--- src/rtl/mult_div_unit_pkg.sv ---
// Shared definitions for the multicycle multiply/divide unit: operation
// encodings, FSM states, the default operand width and an op decoder.
// Optional feature macro used by the unit: MULTDIV_DIVZERO_EXC_EN.
package mult_div_pkg;

  localparam int DEFAULT_WIDTH = 32;

  typedef enum logic [1:0] {
    OP_MULT  = 2'b00,
    OP_MULTU = 2'b01,
    OP_DIV   = 2'b10,
    OP_DIVU  = 2'b11
  } op_e;

  typedef enum logic [1:0] {
    IDLE,
    RUN,
    FIX,
    DONE
  } state_e;

  typedef struct packed {
    logic is_div;
    logic is_signed;
  } op_ctrl_t;

  // Split an opcode into its two orthogonal properties.
  function automatic op_ctrl_t decode_op(input op_e op);
    op_ctrl_t c;
    case (op)
      OP_MULT:  c = '{is_div: 1'b0, is_signed: 1'b1};
      OP_MULTU: c = '{is_div: 1'b0, is_signed: 1'b0};
      OP_DIV:   c = '{is_div: 1'b1, is_signed: 1'b1};
      OP_DIVU:  c = '{is_div: 1'b1, is_signed: 1'b0};
      default:  c = '{is_div: 1'b0, is_signed: 1'b0};
    endcase
    return c;
  endfunction

endpackage

--- src/rtl/mult_div_unit_if.sv ---
// Request/response bundle between the control unit (master) and the
// multiply/divide unit (slave). div_zero exists only when
// MULTDIV_DIVZERO_EXC_EN is defined.
interface mult_div_unit_if #(
  parameter int WIDTH = mult_div_pkg::DEFAULT_WIDTH
);
  logic             start;
  logic [1:0]       op;
  logic [WIDTH-1:0] a;
  logic [WIDTH-1:0] b;
  logic             busy;
  logic             done;
  logic [WIDTH-1:0] hi;
  logic [WIDTH-1:0] lo;
`ifdef MULTDIV_DIVZERO_EXC_EN
  logic             div_zero;
`endif

  modport master (
    output start, op, a, b,
    input  busy, done, hi, lo
`ifdef MULTDIV_DIVZERO_EXC_EN
    , input div_zero
`endif
  );

  modport slave (
    input  start, op, a, b,
    output busy, done, hi, lo
`ifdef MULTDIV_DIVZERO_EXC_EN
    , output div_zero
`endif
  );

endinterface

--- src/rtl/mult_div_sign_fix.sv ---
// Sign correction for the unsigned core: turns the raw product, or the raw
// quotient/remainder pair, into the final hi/lo values.
module mult_div_sign_fix
  import mult_div_pkg::*;
#(
  parameter int WIDTH = DEFAULT_WIDTH
) (
  input  logic               is_div,
  input  logic               neg_res,  // product / quotient must be negated
  input  logic               neg_rem,  // remainder must be negated
  input  logic [2*WIDTH-1:0] raw,      // {remainder, quotient} or product
  output logic [WIDTH-1:0]   hi,
  output logic [WIDTH-1:0]   lo
);

  logic [2*WIDTH-1:0] prod_neg;
  logic [WIDTH-1:0]   quo_neg;
  logic [WIDTH-1:0]   rem_neg;

  assign prod_neg = -raw;
  assign quo_neg  = -raw[WIDTH-1:0];
  assign rem_neg  = -raw[2*WIDTH-1:WIDTH];

  // Select the corrected halves for the operation class.
  always_comb begin
    // NOTE: both outputs are assigned on every path, so no latch is inferred.
    if (is_div) begin
      lo = neg_res ? quo_neg : raw[WIDTH-1:0];
      hi = neg_rem ? rem_neg : raw[2*WIDTH-1:WIDTH];
    end else begin
      {hi, lo} = neg_res ? prod_neg : raw;
    end
  end

endmodule

--- src/rtl/mult_div_unit.sv ---
// Multicycle MULT/MULTU/DIV/DIVU unit with HI/LO result registers.
// One shift-add or restoring shift-subtract step per cycle on operand
// magnitudes, followed by a sign-fix cycle. Define MULTDIV_DIVZERO_EXC_EN
// to short-circuit divide by zero and raise div_zero instead.
module mult_div_unit
  import mult_div_pkg::*;
#(
  parameter int WIDTH = DEFAULT_WIDTH
) (
  input  logic           clk,
  input  logic           reset,
  mult_div_unit_if.slave bus
);

  localparam int CNT_W = $clog2(WIDTH) + 1;

  // Architectural and iteration state.
  state_e             state;
  logic [CNT_W-1:0]   cnt;
  logic [2*WIDTH:0]   acc;      // partial remainder/product : quotient/multiplier
  logic [WIDTH-1:0]   opnd;     // divisor or multiplicand magnitude
  logic               is_div;
  logic               neg_res;
  logic               neg_rem;
  logic               busy_q;
  logic               done_q;
  logic [WIDTH-1:0]   hi_q;
  logic [WIDTH-1:0]   lo_q;
`ifdef MULTDIV_DIVZERO_EXC_EN
  logic               div_zero_q;
`endif

  // Acceptance-side decode.
  op_ctrl_t           ctrl;
  logic               a_neg;
  logic               b_neg;
  logic [WIDTH-1:0]   mag_a;
  logic [WIDTH-1:0]   mag_b;
  logic [2*WIDTH:0]   acc_init;
  logic [WIDTH-1:0]   opnd_init;

  // Iteration step.
  logic [WIDTH:0]     mul_sum;
  logic [WIDTH+1:0]   div_diff;
  logic [2*WIDTH:0]   acc_next;

  // Sign-fixed results, written in FIX.
  logic [WIDTH-1:0]   fix_hi;
  logic [WIDTH-1:0]   fix_lo;

  // Decode the request and form operand magnitudes for acceptance.
  always_comb begin
    ctrl  = decode_op(op_e'(bus.op));
    a_neg = ctrl.is_signed & bus.a[WIDTH-1];
    b_neg = ctrl.is_signed & bus.b[WIDTH-1];
    mag_a = a_neg ? -bus.a : bus.a;
    mag_b = b_neg ? -bus.b : bus.b;
    if (ctrl.is_div) begin
      acc_init  = {{(WIDTH+1){1'b0}}, mag_a};
      opnd_init = mag_b;
    end else begin
      acc_init  = {{(WIDTH+1){1'b0}}, mag_b};
      opnd_init = mag_a;
    end
  end

  // One unsigned iteration: shift-add multiply or restoring divide.
  always_comb begin
    mul_sum  = acc[2*WIDTH:WIDTH] + {1'b0, opnd & {WIDTH{acc[0]}}};
    div_diff = {1'b0, acc[2*WIDTH-1:WIDTH-1]} - {2'b00, opnd};
    if (is_div) begin
      if (div_diff[WIDTH+1]) begin
        acc_next = {acc[2*WIDTH-1:0], 1'b0};
      end else begin
        acc_next = {div_diff[WIDTH:0], acc[WIDTH-2:0], 1'b1};
      end
    end else begin
      acc_next = {1'b0, mul_sum, acc[WIDTH-1:1]};
    end
  end

  mult_div_sign_fix #(
    .WIDTH (WIDTH)
  ) u_sign_fix (
    .is_div  (is_div),
    .neg_res (neg_res),
    .neg_rem (neg_rem),
    .raw     (acc[2*WIDTH-1:0]),
    .hi      (fix_hi),
    .lo      (fix_lo)
  );

  // Control FSM and iteration datapath; every output is registered here.
  always_ff @(posedge clk) begin
    // NOTE: non-blocking assignments so every register samples pre-edge values.
    if (reset) begin
      state      <= IDLE;
      cnt        <= '0;
      acc        <= '0;
      opnd       <= '0;
      is_div     <= 1'b0;
      neg_res    <= 1'b0;
      neg_rem    <= 1'b0;
      busy_q     <= 1'b0;
      done_q     <= 1'b0;
      hi_q       <= '0;
      lo_q       <= '0;
`ifdef MULTDIV_DIVZERO_EXC_EN
      div_zero_q <= 1'b0;
`endif
    end else begin
      done_q     <= 1'b0;
`ifdef MULTDIV_DIVZERO_EXC_EN
      div_zero_q <= 1'b0;
`endif
      case (state)
        IDLE, DONE: begin
          if (bus.start) begin
            is_div  <= ctrl.is_div;
            neg_res <= a_neg ^ b_neg;
            neg_rem <= a_neg;
            acc     <= acc_init;
            opnd    <= opnd_init;
            cnt     <= CNT_W'(WIDTH);
            busy_q  <= 1'b1;
            state   <= RUN;
`ifdef MULTDIV_DIVZERO_EXC_EN
            // Divide by zero bypasses the datapath and leaves hi/lo alone.
            if (ctrl.is_div && (bus.b == '0)) begin
              busy_q     <= 1'b0;
              done_q     <= 1'b1;
              div_zero_q <= 1'b1;
              state      <= DONE;
            end
`endif
          end else begin
            state <= IDLE;
          end
        end
        RUN: begin
          acc <= acc_next;
          cnt <= cnt - CNT_W'(1);
          if (cnt == CNT_W'(1)) begin
            state <= FIX;
          end
        end
        FIX: begin
          hi_q   <= fix_hi;
          lo_q   <= fix_lo;
          busy_q <= 1'b0;
          done_q <= 1'b1;
          state  <= DONE;
        end
        default: state <= IDLE;
      endcase
    end
  end

  assign bus.busy     = busy_q;
  assign bus.done     = done_q;
  assign bus.hi       = hi_q;
  assign bus.lo       = lo_q;
`ifdef MULTDIV_DIVZERO_EXC_EN
  assign bus.div_zero = div_zero_q;
`endif

endmodule
--- src/flat_wrapper.sv ---
// flat-port wrapper written by rule: the top's interface ports become plain ports
module mult_div_unit_flat import mult_div_pkg::*;
#(
  parameter int WIDTH = DEFAULT_WIDTH
)
  (clk, reset, bus_start, bus_op, bus_a, bus_b, bus_busy, bus_done, bus_hi, bus_lo);
  mult_div_unit_if #(.WIDTH(WIDTH)) bus_i ();
  input  logic clk;
  input  logic reset;
  input wire logic [$bits(bus_i.start)-1:0] bus_start;
  input wire logic [$bits(bus_i.op)-1:0] bus_op;
  input wire logic [$bits(bus_i.a)-1:0] bus_a;
  input wire logic [$bits(bus_i.b)-1:0] bus_b;
  output wire logic [$bits(bus_i.busy)-1:0] bus_busy;
  output wire logic [$bits(bus_i.done)-1:0] bus_done;
  output wire logic [$bits(bus_i.hi)-1:0] bus_hi;
  output wire logic [$bits(bus_i.lo)-1:0] bus_lo;
  assign bus_i.start = bus_start;
  assign bus_i.op = bus_op;
  assign bus_i.a = bus_a;
  assign bus_i.b = bus_b;
  assign bus_busy = bus_i.busy;
  assign bus_done = bus_i.done;
  assign bus_hi = bus_i.hi;
  assign bus_lo = bus_i.lo;
  mult_div_unit #(.WIDTH(WIDTH)) u_core (.clk(clk), .reset(reset), .bus(bus_i));
endmodule
--- config.mk ---
export PLATFORM = sky130hd
export DESIGN_NAME = mult_div_unit_flat
export DESIGN_NICKNAME = d
export VERILOG_FILES = /design/src/rtl/mult_div_unit_pkg.sv /design/src/rtl/mult_div_unit_if.sv /design/src/rtl/mult_div_sign_fix.sv /design/src/rtl/mult_div_unit.sv /design/src/flat_wrapper.sv
export SDC_FILE = /design/constraint.sdc
export NUM_CORES = 1
export LEC_CHECK = 0
export CORE_MARGIN = 8
export CORE_UTILIZATION = 50
export CTS_CLUSTER_DIAMETER = 120
export CTS_CLUSTER_SIZE = 12
export DETAILED_ROUTE_END_ITERATION = 8
export GPL_TIMING_DRIVEN = 0
export PLACE_DENSITY = 0.85
export SYNTH_ARGS = -nofsm -noshare
export SYNTH_HDL_FRONTEND = slang
export SYNTH_SLANG_ARGS = --single-unit
--- constraint.sdc ---
create_clock -name clk -period 3.42 [get_ports clk]
set_clock_uncertainty 0.2 [all_clocks]
set_input_delay 0.684 -clock clk [delete_from_list [all_inputs] [get_ports clk]]
set_output_delay 0.684 -clock clk [all_outputs]
set_load 0.01 [all_outputs]
==> flow_metrics.env, run 1 <==
export IMPL_vias=15428
export IMPL_nFillCells=2447
export IMPL_grt_max_degree=20
export IMPL_gp_congestion=0.9714
export IMPL_postLayoutCoreUtil_pct=62.57
export IMPL_yosysWarnings=0
export IMPL_reg2reg_slack_ns=-0.04
export IMPL_drc=0
export IMPL_grt_ovfl_total=0
export IMPL_dpl_hpwl_um=41440
export IMPL_cts_max_level=4
export IMPL_worstSetupStartpoint="u_core.acc[0]$_SDFFE_PP0P_"
export IMPL_nets=2188
export IMPL_insertion_delay_ns=0.45
export IMPL_numPortBuffers=133
export IMPL_synth_cells=1865
export IMPL_numCtsBuffers=17
export IMPL_cp_end_kind="flop"
export IMPL_timing_rr_start="u_core.acc[0]$_SDFFE_PP0P_"
export IMPL_grt_pass1_vias=14187
export IMPL_cpPeakStageDelay_ns=0.39
export IMPL_first_iter_violations=1707
export IMPL_stdcell_count=2436
export IMPL_hold_buffers=0
export IMPL_r2r_end="u_core.acc[58]$_SDFFE_PP0P_"
export IMPL_setup_viol_count_final=1
export IMPL_powerDensity_nw_per_um2=654.7
export IMPL_cts_tree="done"
export IMPL_start_util_pct=50.64
export IMPL_worstPathRequired_ns=3.53
export IMPL_core_area_um2=27780
export IMPL_n_antenna_cell=0
export IMPL_crit_end="u_core.acc[58]$_SDFFE_PP0P_"
export IMPL_rsz0062_at_grt="true"
export IMPL_yosysSeqAreaShare_pct=24.76
export IMPL_vdd_ir_drop_max_v=0.0004502
export IMPL_layout_min_cycle_time_ns=3.459
export IMPL_worst_hold_slack_ns=0.2572
export IMPL_placed_cells=2376
export IMPL_synth_area_um2=14070
export IMPL_num_rows=61
export IMPL_drt_pass1_iter_count=5
export IMPL_ff_latch_area_um2=3512
export IMPL_cap_violations=0
export IMPL_netlist_top_cells_count="nor2_1, dfxtp_1, nand2_1"
export IMPL_period_share_pct=101.1
export IMPL_r2r_cells=13
export IMPL_worstPathCellList="clkinvlp_4 -> buf_4 -> nor2_1 -> ha_1 -> o21ai_2 -> o31ai_2 -> a211o_1 -> a221oi_4 -> o31ai_4 -> a31o_4 -> a311oi_2 -> xor2_1 -> o221ai_1"
export IMPL_status="finished with violations"
export IMPL_clock_sinks=174
export IMPL_clockBufferDepth=2
export IMPL_routed_via_density=6.333
export IMPL_p_leak_nw=6.630
export IMPL_synthArstFlopShare_pct=0
export IMPL_synth_area_leaders="dfxtp_1, ha_1, nor2_1"
export IMPL_tns_ns=-0.03904
export IMPL_synth_ff_type="dfxtp_1"
export IMPL_yosys_area_top_type="dfxtp_1"
export IMPL_multi_input_area_um2=10350
export IMPL_arrival_ns=3.57
export IMPL_drive_gt1_share_pct=11.66
export IMPL_grt_first_pass_wirelength_um=80700
export IMPL_slowest_stage="dfxtp_4"
export IMPL_violations="negative setup slack"
export IMPL_synthesis_nets=2008
export IMPL_start_kind="flop"
export IMPL_pin_count=135
export IMPL_synth_top_area_share_pct=24.76
export IMPL_syn_avg_cell_area_um2=7.543
export IMPL_max_slew_margin_pct=41.03
export IMPL_ys_ff_latch=174
export IMPL_die_h_um=183.7
export IMPL_antenna_found_initial=0
export IMPL_worstSetupPathType="reg2reg"
export IMPL_worst_slack_ns=-0.03904
export IMPL_worst_pin_slew_ns=0.8798
export IMPL_clkTransAtPathRegs_ns=0.08
export IMPL_synth_cell_types=76
export IMPL_worst_path_max_fanout=4
export IMPL_wirelength_um=53660
export IMPL_antenna_left=0
export IMPL_synth_edf_count=0
export IMPL_fmax_mhz=289.1
export IMPL_hold_class="reg2reg"
export IMPL_dpl_cell_area_um2=15880
export IMPL_slew_violations=0
export IMPL_cts_root_buffer_cell="clkbuf_16"
export IMPL_synthToLayoutAreaGrowth_pct=23.56
export IMPL_finalHoldViolations=0
export IMPL_grt_total_usage_pct=30.09
export IMPL_wl_per_cell_um=22.03
export IMPL_die_x_um=183.7
export IMPL_synth_most_common_cell="nor2_1"
export IMPL_final_area_um2=17380
export IMPL_dieArea_um2=33760
[final cells by class]
type | count | area share (%)
Buffer | 116 | 3.246
Inverter | 73 | 1.677
Clock inverter | 14 | 0.9573
Sequential cell | 174 | 20.20
Clock buffer | 18 | 2.526
Multi-Input combinational cell | 1496 | 59.53
Timing Repair Buffer | 167 | 9.141
Tap cell | 378 | 2.721
[logic make-up (layout without fill, tap and decap cells)]
group	count (synthesis)	count (layout)	share of synthesized area [%]
and+or+nand+nor	603	603	19.69
buffers and inverters	195	388	5.959
AOI/OAI and AO/OA	579	579	27.15
DFF	174	174	24.76
muxes	70	70	5.114
xor gates and xnor gates	170	170	10.64
adders and majority gates	74	74	6.688
[worst min-delay path by stage]
stage	start	to	slack (ns)	depth (start not counted)
CTS	u_core.opnd[3]$_SDFFE_PP0P_	u_core.opnd[3]$_SDFFE_PP0P_	0.26	2
detailed placement	u_core.opnd[10]$_SDFFE_PP0P_	u_core.opnd[10]$_SDFFE_PP0P_	0.25	2
global route	u_core.opnd[8]$_SDFFE_PP0P_	u_core.opnd[8]$_SDFFE_PP0P_	0.28	2
global placement	u_core.opnd[19]$_SDFFE_PP0P_	u_core.opnd[19]$_SDFFE_PP0P_	0.24	2
finish	u_core.opnd[10]$_SDFFE_PP0P_	u_core.opnd[10]$_SDFFE_PP0P_	0.26	2
floorplan	u_core.opnd[2]$_SDFFE_PP0P_	u_core.opnd[2]$_SDFFE_PP0P_	0.23	2
[power by group]
| group | internal (mW) | switching (mW) | total (mW) |
|---|---|---|---|
| clock | 1.01 | 1.03 | 2.04 |
| combinational | 2.50 | 3.69 | 6.19 |
| sequential | 2.58 | 0.579 | 3.16 |
| total | 6.09 | 5.29 | 11.4 |
[registers in the layout, indices dropped and copies added (netlist names), 2 cells and up]
signal,cells
u_core.opnd,32
u_core.state,2
u_core.bus.hi,32
u_core.cnt,6
u_core.bus.lo,32
u_core.acc,65
[worst max-delay path: cells and delay by family (launching register included)]
family          cells  cell delay [ns]
compound gates      8             1.79
flops               1             0.39
simple gates        1             0.12
xor+xnor            1             0.19
buf+inv             2             0.36
fa+ha+maj           1             0.28
[stage by stage]
step           worst slack (ns)  total power [mW]
2_1_floorplan          0.005868             6.749
3_3_place_gp            -0.9886             8.575
3_5_place_dp            -0.9889             8.713
4_1_cts                0.003231             11.02
5_1_grt                 -0.1324             11.97
6_report               -0.03904             11.38
[repair_timing]
item / 4_1_cts / 5_1_grt
endpoints found under the setup margin: 92 / 68
setup buffers: 21 / 13
pin swaps: 32 / 36
gates resized for setup: 112 / 78
gates cloned: 0 / 0
[cell usage in the layout (no fill, tap or decap), types with 11 or more instances in the layout]
master and instances:
o31ai_1 20, nor3_1 50, buf_4 35, clkdlybuf4s50_1 128, nand2b_1 17, o211ai_1 28
nand3_1 27, o21ai_1 19, o21ai_0 99, mux2i_1 54, mux2_2 15, and3_1 15
or3_1 15, xor2_1 87, nor2_1 230, ha_1 60, a311oi_1 13, a211oi_1 103
xnor2_1 77, nor2b_1 11, a21oi_2 11, dfxtp_1 157, a21oi_1 113, nand2_1 149
clkbuf_16 17, a21o_1 36, clkbuf_1 89, dfxtp_2 14, o21a_1 12, a31oi_1 14
nor4_1 11, inv_1 68, a22oi_1 19
[metal layers]
layer	GRT usage [%]	share of wire, %	vias up
li1	-	-	7102
met1	41.33	43	7290
met2	45.80	44	889
met3	5.296	9.6	147
met4	12.62	4.2	0
met5	0	0	-
Power figures use the tool's default switching activity.
==> inputs of run 2 (changes only) <==
--- a/config.mk
+++ b/config.mk
@@ -12,6 +12,7 @@
 export DETAILED_ROUTE_END_ITERATION = 8
 export GPL_TIMING_DRIVEN = 0
 export PLACE_DENSITY = 0.85
+export SLEW_MARGIN = 20
 export SYNTH_ARGS = -nofsm -noshare
 export SYNTH_HDL_FRONTEND = slang
 export SYNTH_SLANG_ARGS = --single-unit
==> flow_metrics.env, run 2 (synthesis gave the netlist of run 1 again) <==
export IMPL_arrival_ns=3.59
export IMPL_finalHoldViolations=0
export IMPL_largest_reg_flops=65
export IMPL_grt_max_degree=22
export IMPL_hold_class="reg2reg"
export IMPL_worstSetupPathType="in2reg"
export IMPL_cts_max_level=4
export IMPL_cts_root_buffer_cell="clkbuf_16"
export IMPL_clockBufferDepth=2
export IMPL_fmax_mhz=291.9
export IMPL_cap_violations=0
export IMPL_gp_congestion=0.9714
export IMPL_status="finished with violations"
export IMPL_wirelength_um=54280
export IMPL_antenna_left=0
export IMPL_die_h_um=183.7
export IMPL_num_rows=61
export IMPL_pin_count=135
export IMPL_worstPathCellList="buf_8 -> or4_4 -> or4_4 -> or4_4 -> nor3_4 -> a21oi_1 -> xor2_1 -> o211ai_1 -> a211oi_1"
export IMPL_cpMostUsedCell="or4_4"
export IMPL_routed_via_density=6.360
export IMPL_tns_ns=-0.005362
export IMPL_grt_first_pass_wirelength_um=80150
export IMPL_numCtsBuffers=17
export IMPL_vdd_ir_drop_max_v=0.0005072
export IMPL_max_slew_margin_pct=44.63
export IMPL_setup_viol_count_final=1
export IMPL_powerDensity_nw_per_um2=657.1
export IMPL_cp_end_kind="flop"
export IMPL_period_share_pct=100.2
export IMPL_slew_violations=0
export IMPL_final_area_um2=17480
export IMPL_vias=15543
export IMPL_dpl_cell_area_um2=15880
export IMPL_drive_gt1_share_pct=12.10
export IMPL_final_cell_mix="nor2_1, dfxtp_1, nand2_1"
export IMPL_start_util_pct=50.64
export IMPL_core_area_um2=27780
export IMPL_wl_per_cell_um=22.21
export IMPL_worst_slack_ns=-0.005362
export IMPL_dieArea_um2=33760
export IMPL_dpl_hpwl_um=41370
export IMPL_clkTransAtPathRegs_ns=0.09
export IMPL_p_leak_nw=6.673
export IMPL_cts_tree="done"
export IMPL_rsz0062_at_grt="true"
export IMPL_top_register="u_core.acc"
export IMPL_cpLargestDelayFamily="simple AND/OR/NAND/NOR gates"
export IMPL_cpPeakStageDelay_ns=0.57
export IMPL_numPortBuffers=133
export IMPL_nets=2196
export IMPL_worst_path_max_fanout=5
export IMPL_grt_pass1_vias=14209
export IMPL_insertion_delay_ns=0.46
export IMPL_antenna_found_initial=0
export IMPL_clock_sinks=174
export IMPL_die_x_um=183.7
export IMPL_slowest_stage="or4_4"
export IMPL_n_antenna_cell=0
export IMPL_layout_min_cycle_time_ns=3.425
export IMPL_worst_hold_slack_ns=0.2611
export IMPL_worst_pin_slew_ns=0.8260
export IMPL_synthToLayoutAreaGrowth_pct=24.26
export IMPL_grt_total_usage_pct=29.96
export IMPL_drt_pass1_iter_count=8
export IMPL_grt_ovfl_total=0
export IMPL_first_iter_violations=1598
export IMPL_final_common_cell="nor2_1"
export IMPL_worstPathRequired_ns=3.58
export IMPL_drc=0
export IMPL_violations="negative setup slack"
export IMPL_critPathBufInv=1
export IMPL_start_kind="input port"
[run 2: cell count changes in the layout (fill, tap and decap cells not counted), moves of 4 or more]
cell,change
buf_4,+7
o21ai_1,-6
clkinv_8,+4
o21ai_0,+4
[run 2: repair_timing]
action	CTS	global route
resized for setup	94	100
hold buffers	0	0
hold endpoints to repair	0	0
setup buffers	25	15
endpoints found under the setup margin	91	72
gates cloned	0	1
pin swaps	33	56
[run 2: layout make-up]
cell class | instances | area, um2
Clock buffer | 17 | 425.4
Clock inverter | 15 | 206.4
Multi-Input combinational cell | 1496 | 10340
Buffer | 117 | 564.3
Fill cell | 2458 | 10300
Tap cell | 378 | 473.0
Inverter | 73 | 297.8
Timing Repair Buffer | 174 | 1659
Sequential cell | 174 | 3512
[run 2: metrics by stage]
step	worst slack, ns	power [mW]	util (%)	instances
2_1_floorplan	0.005868	6.749	-	1865
3_3_place_gp	-0.9886	8.575	57.16	2376
3_5_place_dp	-1.033	8.717	57.17	2376
4_1_cts	-0.004469	11.00	61.17	2431
5_1_grt	-0.08353	12.05	62.93	2444
6_report	-0.005362	11.49	62.93	2444
[run 2: routing by layer]
metal	GRT usage, %	wire [um]	vias up
met2	46.32	23950	926
met5	0	0	-
li1	-	-	7120
met1	40.54	22150	7338
met3	5.217	5809	159
met4	12.75	2368	0
[run 2: power by group]
part           leakage, nW  internal (mW)  switching, mW
Clock                0.303           1.01           1.06
Sequential            1.43           2.58          0.572
Combinational         4.94           2.52           3.74
[run 2: path summary, 6_finish.rpt]
path	slack, ns	startpoint	to	cells after the start
max	-0.005	bus_b[7]	u_core.acc[25]$_SDFFE_PP0P_	9
min	0.26	u_core.opnd[4]$_SDFFE_PP0P_	u_core.opnd[4]$_SDFFE_PP0P_	2
min reg2reg	0.26	u_core.opnd[4]$_SDFFE_PP0P_	u_core.opnd[4]$_SDFFE_PP0P_	2
max reg2reg	0.01	u_core.is_div$_SDFFE_PP0P_	u_core.acc[63]$_SDFFE_PP0P_	6
[run 2: worst min-delay path, delay by kind of cell (launching register included)]
kind               cells  cell delay (ns)
and+or+nand+nor        1             0.05
DFF                    1             0.31
AOI/OAI and AO/OA      1             0.05
